===== config.mk =====
export PLATFORM = sky130hd
export DESIGN_NAME = game_controller_p
export DESIGN_NICKNAME = d
export VERILOG_FILES = /design/src/rtl/game_controller_p.sv
export SDC_FILE = /design/constraint.sdc
export NUM_CORES = 1
export LEC_CHECK = 0
export CAP_MARGIN = 20
export CORE_ASPECT_RATIO = 2
export CORE_UTILIZATION = 55
export DETAILED_ROUTE_END_ITERATION = 7
export PLACE_DENSITY = 0.83
export SYNTH_ARGS = -nofsm -noshare
export SYNTH_HDL_FRONTEND = slang
export SYNTH_SLANG_ARGS = --single-unit

===== constraint.sdc =====
create_clock -name clock_50 -period 4.62 [get_ports clock_50]
set_input_delay 0.924 -clock clock_50 [delete_from_list [all_inputs] [get_ports clock_50]]
set_output_delay 0.924 -clock clock_50 [all_outputs]
set_load 0.01 [all_outputs]

===== src/rtl/game_controller_p.sv =====
// game_controller_p
// Round-based game control FSM. It drives the datapath command strobes and
// runs the user-turn timeout, round counting, win detection, multi-life retry
// and enter rising-edge detection internally.
//
// Ports:
//   clock_50            system clock, rising edge
//   reset               asynchronous, active-low
//   enter               start/restart key (level, already synchronised)
//   end_fpga, end_user  datapath sequence-shown / user-entry-done flags
//   match               user entry equals sequence (looked at in CHECK only)
//   r1, r2              global / per-round datapath resets
//   e1..e4              setup / user-play / fpga-play / check enables
//   sel                 result display select
//   round               rounds completed in the current game
//   lives_left          attempts remaining
//   timer               cycles elapsed in the current user turn
//   won                 last game won (meaningful in RESULT)
module game_controller_p #(
    parameter int MAX_ROUNDS = 16,
    parameter int ROUND_W    = 5,
    parameter int TIMEOUT    = 250_000_000,
    parameter int TIME_W     = 28,
    parameter int LIVES      = 1
) (
    input  logic               clock_50,
    input  logic               reset,
    input  logic               enter,
    input  logic               end_fpga,
    input  logic               end_user,
    input  logic               match,
    output logic               r1,
    output logic               r2,
    output logic               e1,
    output logic               e2,
    output logic               e3,
    output logic               e4,
    output logic               sel,
    output logic [ROUND_W-1:0] round,
    output logic [2:0]         lives_left,
    output logic [TIME_W-1:0]  timer,
    output logic               won
);

    typedef enum logic [2:0] {
        INIT       = 3'd0,
        SETUP      = 3'd1,
        PLAY_FPGA  = 3'd2,
        PLAY_USER  = 3'd3,
        CHECK      = 3'd4,
        NEXT_ROUND = 3'd5,
        RETRY      = 3'd6,
        RESULT     = 3'd7
    } state_t;

    localparam logic [ROUND_W-1:0] MAX_R    = ROUND_W'(MAX_ROUNDS);
    localparam logic [TIME_W-1:0]  T_LAST   = TIME_W'(TIMEOUT - 1);
    localparam logic [2:0]         LIVES_V  = 3'(LIVES);

    state_t state, state_nxt;
    logic   enter_q;
    logic   enter_rise;
    logic   time_up;
    logic   last_life;

    assign enter_rise = enter & ~enter_q;
    assign time_up    = (timer == T_LAST);
    assign last_life  = (lives_left <= 3'd1);

    // Next state and Moore command decode.
    always_comb begin
        state_nxt = state;
        r1 = 1'b0;
        r2 = 1'b0;
        e1 = 1'b0;
        e2 = 1'b0;
        e3 = 1'b0;
        e4 = 1'b0;
        sel = 1'b0;
        case (state)
            INIT: begin
                r1 = 1'b1;
                r2 = 1'b1;
                state_nxt = SETUP;
            end
            SETUP: begin
                e1 = 1'b1;
                if (enter_rise) state_nxt = PLAY_FPGA;
            end
            PLAY_FPGA: begin
                e3 = 1'b1;
                if (end_fpga) state_nxt = PLAY_USER;
            end
            PLAY_USER: begin
                e2 = 1'b1;
                // Timeout wins over a late end_user in the same cycle.
                if (time_up)       state_nxt = last_life ? RESULT : RETRY;
                else if (end_user) state_nxt = CHECK;
            end
            CHECK: begin
                e4 = 1'b1;
                if (match) state_nxt = NEXT_ROUND;
                else       state_nxt = last_life ? RESULT : RETRY;
            end
            NEXT_ROUND: begin
                r2 = 1'b1;
                state_nxt = (round + ROUND_W'(1) == MAX_R) ? RESULT : PLAY_FPGA;
            end
            RETRY: begin
                r2 = 1'b1;
                state_nxt = PLAY_FPGA;
            end
            RESULT: begin
                sel = 1'b1;
                if (enter_rise) state_nxt = INIT;
            end
            default: state_nxt = INIT;
        endcase
    end

    always_ff @(posedge clock_50 or negedge reset) begin
        if (!reset) state <= INIT;
        else        state <= state_nxt;
    end

    always_ff @(posedge clock_50 or negedge reset) begin
        if (!reset) begin
            enter_q    <= 1'b0;
            timer      <= '0;
            round      <= '0;
            lives_left <= LIVES_V;
            won        <= 1'b0;
        end else begin
            enter_q <= enter;
            // Count only while staying in the user turn; any exit clears it.
            timer <= (state == PLAY_USER && state_nxt == PLAY_USER) ?
                     timer + TIME_W'(1) : '0;
            case (state)
                INIT: begin
                    round      <= '0;
                    lives_left <= LIVES_V;
                    won        <= 1'b0;
                end
                PLAY_USER, CHECK: begin
                    // Last life lost: game over.
                    if (state_nxt == RESULT) begin
                        won        <= 1'b0;
                        lives_left <= 3'd0;
                    end
                end
                NEXT_ROUND: begin
                    if (round != MAX_R) round <= round + ROUND_W'(1);
                    if (state_nxt == RESULT) won <= 1'b1;
                end
                RETRY: lives_left <= lives_left - 3'd1;
                default: ;
            endcase
        end
    end

endmodule


Word-level counts from Yosys, hierarchy flattened
Cells that the tools add are included.
Operators by class
  add/subtract/negate cells: 3
  order comparisons: 1
  equality and inequality tests: 15
  multiplexer cells: 24
  bitwise logic cells: 2
  reductions and logical operators: 10
Operator list (count)
  28-bit by 1-bit adder with 28-bit output, second input constant: 1
  28-bit == test, second input constant: 1
  28-bit two-way mux: 1
  3-bit one-hot mux with 8 select lines: 1
  3-bit two-way mux: 7
  3-bit == test, second input constant: 5
  1-bit two-way mux: 10
  5-bit one-hot mux with 2 select lines: 1
  3-bit by 2-bit == test with 1-bit output, second input constant: 3
  3-bit one-hot mux with 3 select lines: 1
  2-bit != test, second input constant: 3
  3-bit nonzero test: 2
  5-bit by 1-bit adder with 5-bit output, second input constant: 1
  5-bit == test, second input constant: 1
  5-bit two-way mux: 1
  5-bit != test, second input constant: 1
  2-bit AND reduction: 2
  3-bit by 1-bit == test with 1-bit output, second input constant: 1
  3-bit by 1-bit <= comparator with 1-bit output, second input constant: 1
  3-bit zero test: 1
  1-bit one-hot mux with 3 select lines: 1
  3-bit AND reduction: 1
  3-bit OR reduction: 1
  3-bit by 1-bit subtractor with 3-bit output, second input constant: 1
  6 further kinds: 6
Storage, ports and cells
  register bits after elaboration: 41
  input port bits: 6
  output and inout port bits: 44
  logic and storage cells: 61

Logic depth before layout (Yosys ltp)
  depth after elaboration: 7
  depth in mapped cells: 8
  mapped depth without buffers: 8

Least setup slack after synthesis
No wires, ideal clock.
  kind: register to output
  start point: register state[2]
  end point: output port r2
  data arrival time: 1.385 ns
  required time: 3.696 ns
  path slack: 2.311 ns
  stages on the path, launching flop included: 5
  path buffers: 2
  cells stage by stage: dfrtp_1 buf_2 clkbuf_1 nor3_1 a21o_1
Between the ends
  longest elaborated chain between the ends: 3
  elaborated cells between the ends (all ways): 5
  classes of those cells: eq/ne (2); mux (1); reduce/logical (2)
Ends and longest elaborated chain
  start: declaration: line 60  | state_t state, state_nxt;
  start signal: assignment: line 123  | else state <= state_nxt;
  3-bit == test / 3-bit zero test (equally long branches): line 80  | case (state)
  3-bit OR reduction (no line) *
  1-bit two-way mux *: line 80
  end: declaration: line 33  | output logic r2,
Mark *: on every way between the ends. The rest lies on a longest branch, timed or not.

Worst setup path after layout
  start point: register state[0]
  end point: output port e2
Between the ends
  longest elaborated chain between the ends: 2
Ends and longest elaborated chain
  3-bit by 2-bit == test with 1-bit output: line 80
  1-bit two-way mux: line 80
  end: declaration: line 35  | output logic e2,
Every way passes these cells.

==> results.md <==
- Max cap viols: 0
- Initial Util: a little under three fifths
- Post-synth top cells: dfrtp_1 (40), nor2_1 (38), nand2_1 (22)
- Dominant cells by area after synthesis: dfrtp_1 (42%), nor2_1 (6.0%), xor2_1 (5.9%), xnor2_1 (3.7%), nand2_1 (3.5%)
- Post-synth top area cell: dfrtp_1
- HPWL after DPL: just under 4 mm
- Required time of the critical path: between 3 and 4 ns
- Crit path kind: flop to output port
- Power consumption: approximately 1.2 mW
- Pre-Repair DR Iteration Count: 6
- Share of cells above drive strength 1: under 10%
- Final Max Slew Viols: 0
- Synth-to-Final Area Change: 24.6%
- Syn_nets: between 200 and 300
- First-pass GRT wire length: approximately 9.5 mm
- Period utilization: 70.2%
- Final setup viols: 0
- Warnings, synthesis: 0
- DIE WIDTH: approximately 48 microns
- Setup TNS: 0 ns
- Clock Root Buffer: clkbuf_8
- Number of different library cells in the post-synthesis netlist: 51
- DRC errors left: 0
- CP max-delay cell: dfrtp_1
- Synth Area in Adders: about 3.2%
- Post-cts hold buffer count: 0
- Num Clock Sinks: a little over 40
- Synth Area in XOR/XNOR: under 10%
- Worst-path maximum fanout: 19
- Post-Route WL: roughly 5.5 mm
- Compound-Gate Fraction of Synth Area: between 10 and 15%
- Simple-gate share of the synthesized area: between 20% and 30%
- Most frequent CP cell: inv_1
- Count leader, synth: dfrtp_1
- Number of port buffers: 49
- Core Box Area: a little over 4000 sq um
- Final-report hold violation count: 0
- Gr ovfl total: 0
- F_max: roughly 0.31 GHz
- Routability cong.: 0.840
- Static Leak: around 1.2 nW
- Slowest stage delay, CP: 0.68 ns
- Reg clk slew, reported paths: 0.08 ns
- Ys async rst share: 100%
- Synthesized area per cell: between 9 and 10 sq um
- Register area share after synthesis: between 40% and 50%
- Clock buffer count from CTS: 5
- Actual slew at the worst max-slew pin: 0.956 ns
- # H-tree levels: 2
- Largest net degree at the start of global routing: 42
- PwrDens: a little over 400 nW/um^2
- Worst setup SP type: flop
- Yosys reg bits: 41
- Via Count: 2,049
- Postcts setup bufs: 0
- Ports: 50
- Via density: about 5.8
- Worst slew margin: a little over a third
- Cells after Synth: ~260
- Clock Path Buffers: 2
- Synth top area share: between 40% and 50%
- Setup Skew: around 0.0074 ns
- FP Rows: 33
- Ys flop type: dfrtp_1
- Final Critical Period: 3.25 ns
- Die Y: roughly 95 microns
- CP Capture Type: output port
- Cell Area, Synth: approximately 2400 sq um
- Crit path DAT: ~2.3 ns
- Initial antenna violation count: 0
- DR WL/cell: around 16 microns
- CP cell instances: inv_1 -> or2_2 -> inv_1 -> clkdlybuf4s50_1
- TritonCTS clock tree: yes
- Post-synth EDFFs: 0
- Worst hold path class: flop to flop
- # resized after CTS: 0
- Die ar.: 4600 sq um
- Worst-case reg-to-reg path depth: 6
- DRT antenna net count: 0
- Vias in the first global route: about 2,000
- Mux contribution to synthesized area: less than 1%
- Fillers: 319
- Hold path depth: 1
- Clock latency on the worst-skew pair: 0.29 ns
- Total GRT Usage: a little over a quarter
- RSZ-0062 raised after global routing: no
- Worst vdd ir: roughly 0.00024 V
- Final net count: between 300 and 400
- Largest family of logic cells by synthesized area: simple AND/OR/NAND/NOR gates
- Status: completed
- Ant. Diodes: 0
- Starting DRT DRC Count: 80
## stage by stage
step           worst slack, ns  area (sq um)  instances  hold WS [ns]  utilization [%]
2_1_floorplan             2.31          2370        255         0.528                -
3_3_place_gp              1.76          2870        346         0.520             69.6
3_5_place_dp              1.72          2870        346         0.519             69.6
4_1_cts                   1.40          2960        354         0.543             71.6
5_1_grt                   1.23          2960        354         0.565             71.6
6_report                  1.37          2960        354         0.523             71.6
## report_power, final
part	internal (mW)	total, mW	switching [mW]	leakage [nW]
sequential	0.401	0.495	0.0932	0.551
clock	0.105	0.231	0.126	0.0450
combinational	0.240	0.489	0.249	0.619
total	0.746	1.21	0.468	1.21
## worst max-delay path: cells and delay by family, from the launching register on
kind / cells / cell delay [ns]
buffers and inverters: 3 / 0.96
and+or+nand+nor: 1 / 0.38
DFF: 1 / 0.68
## registers in the layout (all words and copies together), names as in the netlist
signal      count
enter_q         1
round           5
won             1
timer          28
state           3
lives_left      3
## final timing paths
| path | slack (ns) | startpoint | endpoint |
|---|---|---|---|
| min reg2reg | 0.52 | timer[0] | timer[0] |
| min in group asynchronous | 0.76 | reset | round[2] |
| min | 0.52 | timer[0] | timer[0] |
| max | 1.37 | state[0] | e2 |
| max reg2reg | 1.87 | timer[8] | won |
| max in group asynchronous | 3.26 | reset | timer[11] |
## placed cells by master (no fill, tap or decap), types with 3 or more instances in the layout
| master | n |
|---|---|
| nand4_1 | 6 |
| nor2_1 | 38 |
| a21oi_1 | 8 |
| ha_1 | 6 |
| and4_1 | 3 |
| and2_1 | 3 |
| xnor2_1 | 10 |
| and3_1 | 9 |
| or3_1 | 3 |
| o21ai_0 | 10 |
| nor3_1 | 5 |
| nand2b_1 | 4 |
| nand2_1 | 22 |
| nor2b_1 | 3 |
| inv_1 | 10 |
| clkbuf_8 | 5 |
| dfrtp_1 | 40 |
| nand3_1 | 14 |
| xor2_1 | 16 |
| clkdlybuf4s50_1 | 48 |
| a22o_1 | 3 |
## cell families after synthesis
group,after synthesis
AOI/OAI and AO/OA,38
xor gates and xnor gates,26
adders and majority gates,6
buffers and inverters,20
DFF,41
muxes,2
and+or+nand+nor,122
## per-layer routing
layer  GRT usage, %  routed length [microns]  up-vias
met5              0                        0        -
met4           10.8                      104        0
met3           3.54                      184       12
met2           48.2                     3000       61
met1           30.6                     2210     1001
li1               -                        -      975
## cell type report
type                            instances  area (sq um)  area share [%]
Timing Repair Buffer                   49           485            16.4
Clock buffer                            6          72.6            2.46
Sequential cell                        41          1030            34.8
Tap cell                               52          65.1            2.20
Multi-Input combinational cell        194          1260            42.5
Clock inverter                          2          10.0           0.339
Inverter                               10          37.5            1.27
Note: power is estimated with default switching activity, not from simulation.
